$ cat src/rtl/switch_allocator_if.sv
// Allocator-side bundle between the input ports / RC units and the crossbar.
// Encodings: port LOCAL=0 NORTH=1 SOUTH=2 WEST=3 EAST=4; flit HEAD=0 BODY=1 TAIL=2 HEADTAIL=3.
interface switch_allocator_if #(
  parameter int PORT_NUM = 5
);
  localparam int SELW = $clog2(PORT_NUM);

  logic [PORT_NUM-1:0]           req_i;
  logic [PORT_NUM-1:0][SELW-1:0] out_port_i;
  logic [PORT_NUM-1:0][1:0]      flit_type_i;
  logic [PORT_NUM-1:0]           credit_i;
  logic [PORT_NUM-1:0]           grant_o;
  logic [PORT_NUM-1:0]           valid_o;
  logic [PORT_NUM-1:0][SELW-1:0] xbar_sel_o;

  modport master (
    output req_i, out_port_i, flit_type_i, credit_i,
    input  grant_o, valid_o, xbar_sel_o
  );

  modport slave (
    input  req_i, out_port_i, flit_type_i, credit_i,
    output grant_o, valid_o, xbar_sel_o
  );
endinterface

$ cat src/rtl/switch_allocator.sv
// Per-output round-robin switch allocator with wormhole locking and credit tracking.
// Grants are combinational; lock, pointer and credit state update on the grant edge.
module switch_allocator #(
  parameter int PORT_NUM    = 5,
  parameter int BUFFER_SIZE = 8
) (
  input logic               clk,
  input logic               rst,
  switch_allocator_if.slave sa
);
  localparam int SELW = $clog2(PORT_NUM);
  localparam int CW   = $clog2(BUFFER_SIZE + 1);

  localparam logic [1:0] FT_HEAD     = 2'd0;
  localparam logic [1:0] FT_TAIL     = 2'd2;
  localparam logic [1:0] FT_HEADTAIL = 2'd3;

  logic [SELW-1:0]     rr_ptr_q     [PORT_NUM];
  logic [SELW-1:0]     rr_ptr_d     [PORT_NUM];
  logic [PORT_NUM-1:0] lock_valid_q;
  logic [PORT_NUM-1:0] lock_valid_d;
  logic [SELW-1:0]     lock_owner_q [PORT_NUM];
  logic [SELW-1:0]     lock_owner_d [PORT_NUM];
  logic [CW-1:0]       credits_q    [PORT_NUM];
  logic [CW-1:0]       credits_d    [PORT_NUM];

  logic [PORT_NUM-1:0] win_vld;
  logic [SELW-1:0]     win_idx [PORT_NUM];

  function automatic logic is_head(input logic [1:0] ft);
    return (ft == FT_HEAD) || (ft == FT_HEADTAIL);
  endfunction

  // Arbitration: first eligible input at or after rr_ptr, wrapping modulo PORT_NUM
  always_comb begin
    logic [SELW:0]   sum;
    logic [SELW-1:0] idx;
    logic            elig;
    sum  = '0;
    idx  = '0;
    elig = 1'b0;
    for (int j = 0; j < PORT_NUM; j++) begin
      win_vld[j] = 1'b0;
      win_idx[j] = '0;
      for (int k = 0; k < PORT_NUM; k++) begin
        sum = {1'b0, rr_ptr_q[j]} + (SELW+1)'(k);
        if (sum >= (SELW+1)'(PORT_NUM)) sum = sum - (SELW+1)'(PORT_NUM);
        idx  = sum[SELW-1:0];
        elig = sa.req_i[idx] && (sa.out_port_i[idx] == SELW'(j)) && (credits_q[j] != '0) &&
               (lock_valid_q[j] ? ((lock_owner_q[j] == idx) && !is_head(sa.flit_type_i[idx]))
                                :  is_head(sa.flit_type_i[idx]));
        if (elig && !win_vld[j]) begin
          win_vld[j] = 1'b1;
          win_idx[j] = idx;
        end
      end
    end
  end

  always_comb begin
    sa.grant_o = '0;
    sa.valid_o = '0;
    for (int j = 0; j < PORT_NUM; j++) sa.xbar_sel_o[j] = '0;
    if (!rst) begin
      for (int j = 0; j < PORT_NUM; j++) begin
        if (win_vld[j]) begin
          sa.grant_o[win_idx[j]] = 1'b1;
          sa.valid_o[j]          = 1'b1;
          sa.xbar_sel_o[j]       = win_idx[j];
        end
      end
    end
  end

  // Next state: lock follows packet boundaries, pointer advances once per packet
  always_comb begin
    logic [1:0] ft;
    ft           = FT_HEAD;
    lock_valid_d = lock_valid_q;
    for (int j = 0; j < PORT_NUM; j++) begin
      rr_ptr_d[j]     = rr_ptr_q[j];
      lock_owner_d[j] = lock_owner_q[j];
      credits_d[j]    = credits_q[j];
      if (win_vld[j]) begin
        ft = sa.flit_type_i[win_idx[j]];
        if (ft == FT_HEAD) begin
          lock_valid_d[j] = 1'b1;
          lock_owner_d[j] = win_idx[j];
        end else if (ft == FT_TAIL) begin
          lock_valid_d[j] = 1'b0;
        end
        if (is_head(ft)) begin
          rr_ptr_d[j] = (win_idx[j] == SELW'(PORT_NUM - 1)) ? '0 : win_idx[j] + SELW'(1);
        end
      end
      if (win_vld[j] && !sa.credit_i[j]) begin
        credits_d[j] = credits_q[j] - CW'(1);
      end else if (!win_vld[j] && sa.credit_i[j] && (credits_q[j] != CW'(BUFFER_SIZE))) begin
        credits_d[j] = credits_q[j] + CW'(1);
      end
    end
  end

  always_ff @(posedge clk) begin
    if (rst) begin
      lock_valid_q <= '0;
      for (int j = 0; j < PORT_NUM; j++) begin
        rr_ptr_q[j]     <= '0;
        lock_owner_q[j] <= '0;
        credits_q[j]    <= CW'(BUFFER_SIZE);
      end
    end else begin
      lock_valid_q <= lock_valid_d;
      for (int j = 0; j < PORT_NUM; j++) begin
        rr_ptr_q[j]     <= rr_ptr_d[j];
        lock_owner_q[j] <= lock_owner_d[j];
        credits_q[j]    <= credits_d[j];
      end
    end
  end
endmodule

$ cat src/flat_wrapper.sv
// flat-port wrapper written by rule: the top's interface ports become plain ports
module switch_allocator_flat 
#(
  parameter int PORT_NUM    = 5,
  parameter int BUFFER_SIZE = 8
)
  (clk, rst, sa_req_i, sa_out_port_i, sa_flit_type_i, sa_credit_i, sa_grant_o, sa_valid_o, sa_xbar_sel_o);
  switch_allocator_if #(.PORT_NUM(PORT_NUM)) sa_i ();
  input logic clk;
  input logic rst;
  input wire logic [$bits(sa_i.req_i)-1:0] sa_req_i;
  input wire logic [$bits(sa_i.out_port_i)-1:0] sa_out_port_i;
  input wire logic [$bits(sa_i.flit_type_i)-1:0] sa_flit_type_i;
  input wire logic [$bits(sa_i.credit_i)-1:0] sa_credit_i;
  output wire logic [$bits(sa_i.grant_o)-1:0] sa_grant_o;
  output wire logic [$bits(sa_i.valid_o)-1:0] sa_valid_o;
  output wire logic [$bits(sa_i.xbar_sel_o)-1:0] sa_xbar_sel_o;
  assign sa_i.req_i = sa_req_i;
  assign sa_i.out_port_i = sa_out_port_i;
  assign sa_i.flit_type_i = sa_flit_type_i;
  assign sa_i.credit_i = sa_credit_i;
  assign sa_grant_o = sa_i.grant_o;
  assign sa_valid_o = sa_i.valid_o;
  assign sa_xbar_sel_o = sa_i.xbar_sel_o;
  switch_allocator #(.PORT_NUM(PORT_NUM), .BUFFER_SIZE(BUFFER_SIZE)) u_core (.clk(clk), .rst(rst), .sa(sa_i));
endmodule
$ cat config.mk
export PLATFORM = sky130hd
export DESIGN_NAME = switch_allocator_flat
export DESIGN_NICKNAME = d
export VERILOG_FILES = /design/src/rtl/switch_allocator_if.sv /design/src/rtl/switch_allocator.sv /design/src/flat_wrapper.sv
export SDC_FILE = /design/constraint.sdc
export NUM_CORES = 1
export LEC_CHECK = 0
export CORE_MARGIN = 5
export CORE_UTILIZATION = 64
export CTS_CLUSTER_DIAMETER = 60
export DETAILED_ROUTE_END_ITERATION = 10
export PLACE_DENSITY = 0.84
export SLEW_MARGIN = 10
export SYNTH_ARGS = -nofsm -noshare
export SYNTH_HDL_FRONTEND = slang
export SYNTH_SLANG_ARGS = --single-unit
export TNS_END_PERCENT = 100
$ cat constraint.sdc
create_clock -name clk -period 9.4 [get_ports clk]
set_clock_uncertainty 0.2 [all_clocks]
set_input_delay 2.82 -clock clk [delete_from_list [all_inputs] [get_ports clk]]
set_output_delay 2.82 -clock clk [all_outputs]
set_load 0.05 [all_outputs]
After elaboration in Yosys (flattened, before gate mapping)
Memory sizes are Yosys's and may differ from the RTL's.
Index checks and enable logic that the tools add are counted.
W data, S select, Z words.
{"block": "totals", "mem_count": 3, "reg_bits": 5, "elab_cells": 867, "output_inout_bits": 25, "mem_bits_rw": 50, "inputBits": 37}
{"block": "op_classes", "n_bitwise": 19, "magnitude_cmp": 60, "eq_ne": 90, "n_reduce_logical": 275, "add_sub_neg": 60, "muxes": 355}
{"memory": "u_core.credits_q", "depth": 5, "word_bits": 4, "read_ports": 5, "rd_clocked_by_memory_dff": 0, "write_ports": 5, "line": "switch_allocator.sv:24", "rtl": "logic [CW-1:0] credits_q [PORT_NUM];"}
{"memory": "u_core.lock_owner_q", "depth": 5, "word_bits": 3, "read_ports": 5, "rd_clocked_by_memory_dff": 0, "write_ports": 5, "line": "switch_allocator.sv:22", "rtl": "logic [SELW-1:0] lock_owner_q [PORT_NUM];"}
{"memory": "u_core.rr_ptr_q", "depth": 5, "word_bits": 3, "read_ports": 5, "rd_clocked_by_memory_dff": 0, "write_ports": 5, "line": "switch_allocator.sv:18", "rtl": "logic [SELW-1:0] rr_ptr_q [PORT_NUM];"}
{"operator": "$mux W3", "count": 115}
{"operator": "$bmux W3 S3", "count": 25}
{"operator": "$bmux W2 S3", "count": 30}
{"operator": "$logic_and A1 B1 Y1", "count": 140}
{"operator": "$lt A3 B4 Y1 const B", "count": 30}
{"operator": "$mux W1", "count": 98}
{"operator": "$ge A4 B3 Y1 const B", "count": 20}
{"operator": "$bmux W1 S3", "count": 25}
{"operator": "$eq A3 B3 Y1", "count": 25}
{"operator": "$sub A3 B3 Y3 const B", "count": 25}
{"operator": "$eq A2 B2 Y1 const B", "count": 35}
{"operator": "$logic_not A2 Y1", "count": 30}
{"operator": "$mux W2", "count": 30}
{"operator": "$mux W4", "count": 15}
{"operator": "$logic_not A1 Y1", "count": 55}
{"operator": "$mux W5", "count": 11}
{"operator": "$add A3 B2 Y4 const B", "count": 10}
{"operator": "$eq A3 B2 Y1 const B", "count": 10}
{"operator": "$eq A3 B3 Y1 const B", "count": 10}
{"operator": "$logic_or A1 B1 Y1", "count": 30}
{"operator": "$add A3 B1 Y4 const B", "count": 5}
{"operator": "$add A3 B3 Y4 const B", "count": 5}
{"operator": "$add A4 B1 Y4 const B", "count": 5}
{"operator": "$ne A4 B4 Y1 const B", "count": 5}
{"operator": "13 further kinds", "count": 70}

Logic depth before layout (Yosys ltp)
An unclocked memory read counts as a cell.
{"block": "logic_depth", "word_depth": 42, "depth_mapped": 25, "ltp_nobuf": 23}

Worst setup path after synthesis
OpenSTA, ideal clock, no wires.
{"block": "synth_path", "path_type": "input port to output port", "startpoint": "in sa_flit_type_i[6]", "endpoint": "out sa_xbar_sel_o[4]", "path_stages": 14, "arrival_ps": 6750, "slack_ps": -370, "cell_sequence": "buf_2 mux4_2 xnor2_1 nand2_1 a32oi_1 mux2_2 nor3_1 or2_1 or3_4 or3b_2 o211ai_1 buf_2 inv_1 nor3_1"}
{"element": "from (decl)", "line": "flat_wrapper.sv:13", "rtl": "input wire logic [$bits(sa_i.flit_type_i)-1:0] sa_flit_type_i;"}
{"element": "to (decl)", "line": "flat_wrapper.sv:17", "rtl": "output wire logic [$bits(sa_i.xbar_sel_o)-1:0] sa_xbar_sel_o;"}

==> metrics.md <==
| Metric | Value |
|---|---|
| Post-route minimum period | 9.572 ns |
| Worst-path maximum fanout | 7 |
| # setup viols final | 5 |
| Hold_ws | 0.3257 ns |
| Die Area | 24800 um2 |
| Top cell by count, worst path | buf_4 |
| Area grow syn2layout | 29.66% |
| IO Pins | 62 |
| Fraction of layout cells with a size suffix above 1 | 28.82% |
| Yosys cell types | 112 |
| Clock transition at the registers of the reported paths | 0.09 ns |
| Antenna viol nets, final | 0 |
| Met2 routed WL | 25390 um |
| CP Depth | 17 |
| Remaining DRCs | 0 |
| Failing checks | setup timing |
| Final HPWL DP | 41010 um |
| Power Density | 406.0 nW/um2 |
| EDFF count, synth | 0 |
| Worst path max stage delay | 0.58 ns |
| Number of I/O port buffers | 61 |
| Post-Route WL | 57320 um |
| Util after Layout | 83.47% |
| Fin. max-slew vios | 0 |
| Cells after synthesis | 1859 |
| Met3 WL | 7389 um |
| Global-route wire length before repair | 84170 um |
| Initial Util | 64.38% |
| CTS Buffer Depth | 2 |
| Worst reg-to-reg path cell count | 20 |
| Worst Hold Class | register to register |
| Outcome | complete, but fails checks |
| Relative slew margins | 14.68% |
| Post-Syn Nets | 1971 |
| Most frequent cells in the layout | buf_4 (276), nor2_1 (173), nand2_1 (131), mux2i_1 (130), a21oi_1 (93) |
| Top Layer Used | met4 |
| Crit-path cells | dlygate4sd2_1 > buf_4 > nor4bb_2 > buf_4 > mux2i_1 > mux4_2 > nor2_2 > o21ai_1 > nor3_2 > mux2_4 > a21oi_1 > a2111o_1 > nand2_4 > inv_4 > a32oi_2 > a21oi_2 > buf_12 |
| Vias in the first global route | 15910 |
| Core ar. | 21620 um2 |
| CP Launch Type | input port |
| Static leakage | 7.573 nW |
| CTS tree | yes |
| Register area share after synthesis | 7.911% |
| Hold path cells | 2 |
| Root Buffer | clkbuf_16 |
| Highest-delay cell along the critical path | nor4bb_2 |
| Crit end category | primary output |
| Via count | 17080 |
| Routed len/inst | 24.02 um |
| Drt first-iter violations | 2497 |
| Setup Total Neg Slack | -0.6643 ns |
| 1st-pass router iterations | 7 |
| CTS Buf Count | 5 |
| Fill count | 1368 |
| Num rows | 54 |
| Most common cell after layout, fill and taps aside | buf_4 |
| Final hold violation count | 0 |
| FFs w/ async S/R, synth | 0% |
| Kind of critical path | input port to primary output |
| Final period util | 101.8% |
| Yosys warns | 0 |
| H-tree levels | 2 |
| Seq cells post-synth | 55 |
| CP arrival | 6.55 ns |
| Final WS setup | -0.1723 ns |
| Worst Max-Slew Pin Slew | 1.268 ns |
| Cell family contributing the most delay on the critical path | simple AND/OR/NAND/NOR gates |
| Finished Layout Cells | 2387 |
| Placed Cells | 2348 |
| Clock latency on the worst-skew pair | 0.32 ns |
| Post-Synthesis Cell Area | 13920 um2 |
| Fin nets | 2217 |
| CP bufs+invs | 5 |
| Initial antenna violation count | 0 |
| Worst vdd ir | 308.9 uV |
| Die H | 157.5 um |
| Largest net degree at the start of global routing | 66 |
| GPL Wtd Cong | 1.067 |
| Die Wd | 157.5 um |
| Avg Cell Area, Syn | 7.487 um2 |
| Tot GR Track Use | 42.17% |
| Cts hold-fix bufs | 0 |
| CTS sink count | 55 |
| Vias per Instance | 7.154 |
| GRT Residual Overflow | 0 |
| WL met1 | 19890 um |
| Fmax | 104.5 MHz |
| Top_reg_cell synth | dfxtp_1 |
| Worst endpoint required time | 6.38 ns |
| Max Cap Violations | 0 |
-- per-stage QoR --
step | power [mW] | cell area, um2 | setup slack, ns
after floorplan | 4.504 | 13960 | 0.04944
after global placement | 6.162 | 16560 | -0.3861
after detailed placement | 6.321 | 16560 | -0.4372
after CTS | 6.831 | 17340 | 0.001640
after global routing | 7.754 | 18040 | -0.2235
final | 7.326 | 18050 | -0.1723
-- tightest hold or removal path, stage by stage (launching register included) --
cell and delay (ns):
dfxtp_1 0.35, nand3_1 0.08, a21oi_1 0.06
-- cells in the mapped netlist, drive strengths merged (21+ instances only) --
master  count  area, um2
nor2      182      685.7
mux2i     135       1355
nand2     135      514.2
a21oi     108      559.3
xnor2      89      787.0
inv        87      329.1
clkbuf     73      274.0
o21ai      73      365.4
ha         65      813.3
nand3      57      285.3
dfxtp      55       1101
nor3       54      270.3
buf        51      269.0
mux4       46       1036
a211oi     39      302.8
nand2b     32      200.2
nor2b      32      200.2
xor2       31      271.5
nand4      26      162.7
o211ai     24      190.2
a21o       23      172.7
and2       23      146.4
nor4       23      156.4
or3        22      142.6
mux2       21      240.2
or2        21      131.4
-- registers in the layout, indices dropped and copies added, names as in the netlist --
signal               flops
u_core.lock_owner_q     15
u_core.lock_valid_q      5
u_core.credits_q        20
u_core.rr_ptr_q         15
-- logic make-up after synthesis --
family	count (synthesis)	share of synthesized area [%]
DFF	55	7.911
adders and majority gates	75	7.282
and+or+nand+nor	693	26.06
AOI/OAI and AO/OA	494	25.31
buffers and inverters	217	6.437
xor gates and xnor gates	123	8.091
muxes	202	18.91
-- report_power, final --
group          internal (mW)  switching (mW)
registers              0.297          0.0940
logic                   2.84            3.88
clock network          0.104           0.117
total                   3.24            4.09
-- layer usage --
layer	track usage, %	vias up
met5	0	-
met2	67.78	1320
li1	-	7468
met4	25.93	0
met3	9.128	427
met1	51.50	7862
-- what timing repair did --
action / CTS / global route
buffers inserted: 15 / 18
setup endpoints to repair: 16 / 16
pin swaps: 38 / 65
gates resized for setup: 135 / 144
endpoints found under the hold margin: 0 / 0
-- final timing paths --
| check | start | to | slack, ns |
|---|---|---|---|
| hold / removal | u_core.credits_q[0][2] | u_core.credits_q[0][2] | 0.33 |
| setup / recovery | sa_out_port_i[5] | sa_grant_o[1] | -0.17 |
| hold reg to reg | u_core.credits_q[0][2] | u_core.credits_q[0][2] | 0.33 |
| setup reg to reg | u_core.rr_ptr_q[2][0] | u_core.rr_ptr_q[2][2] | 2.58 |
-- area by class of cell --
cell class	instances	area (um2)	area share, %
Timing Repair Buffer	363	3144	17.42
Inverter	93	357.8	1.983
Sequential cell	55	1101	6.101
Tap cell	280	350.3	1.941
Multi-Input combinational cell	1587	12930	71.66
Clock buffer	5	125.1	0.6933
Antenna cell	1	2.502	0.01387
Clock inverter	3	33.78	0.1872
No activity file was read; power rests on OpenSTA's default activity.
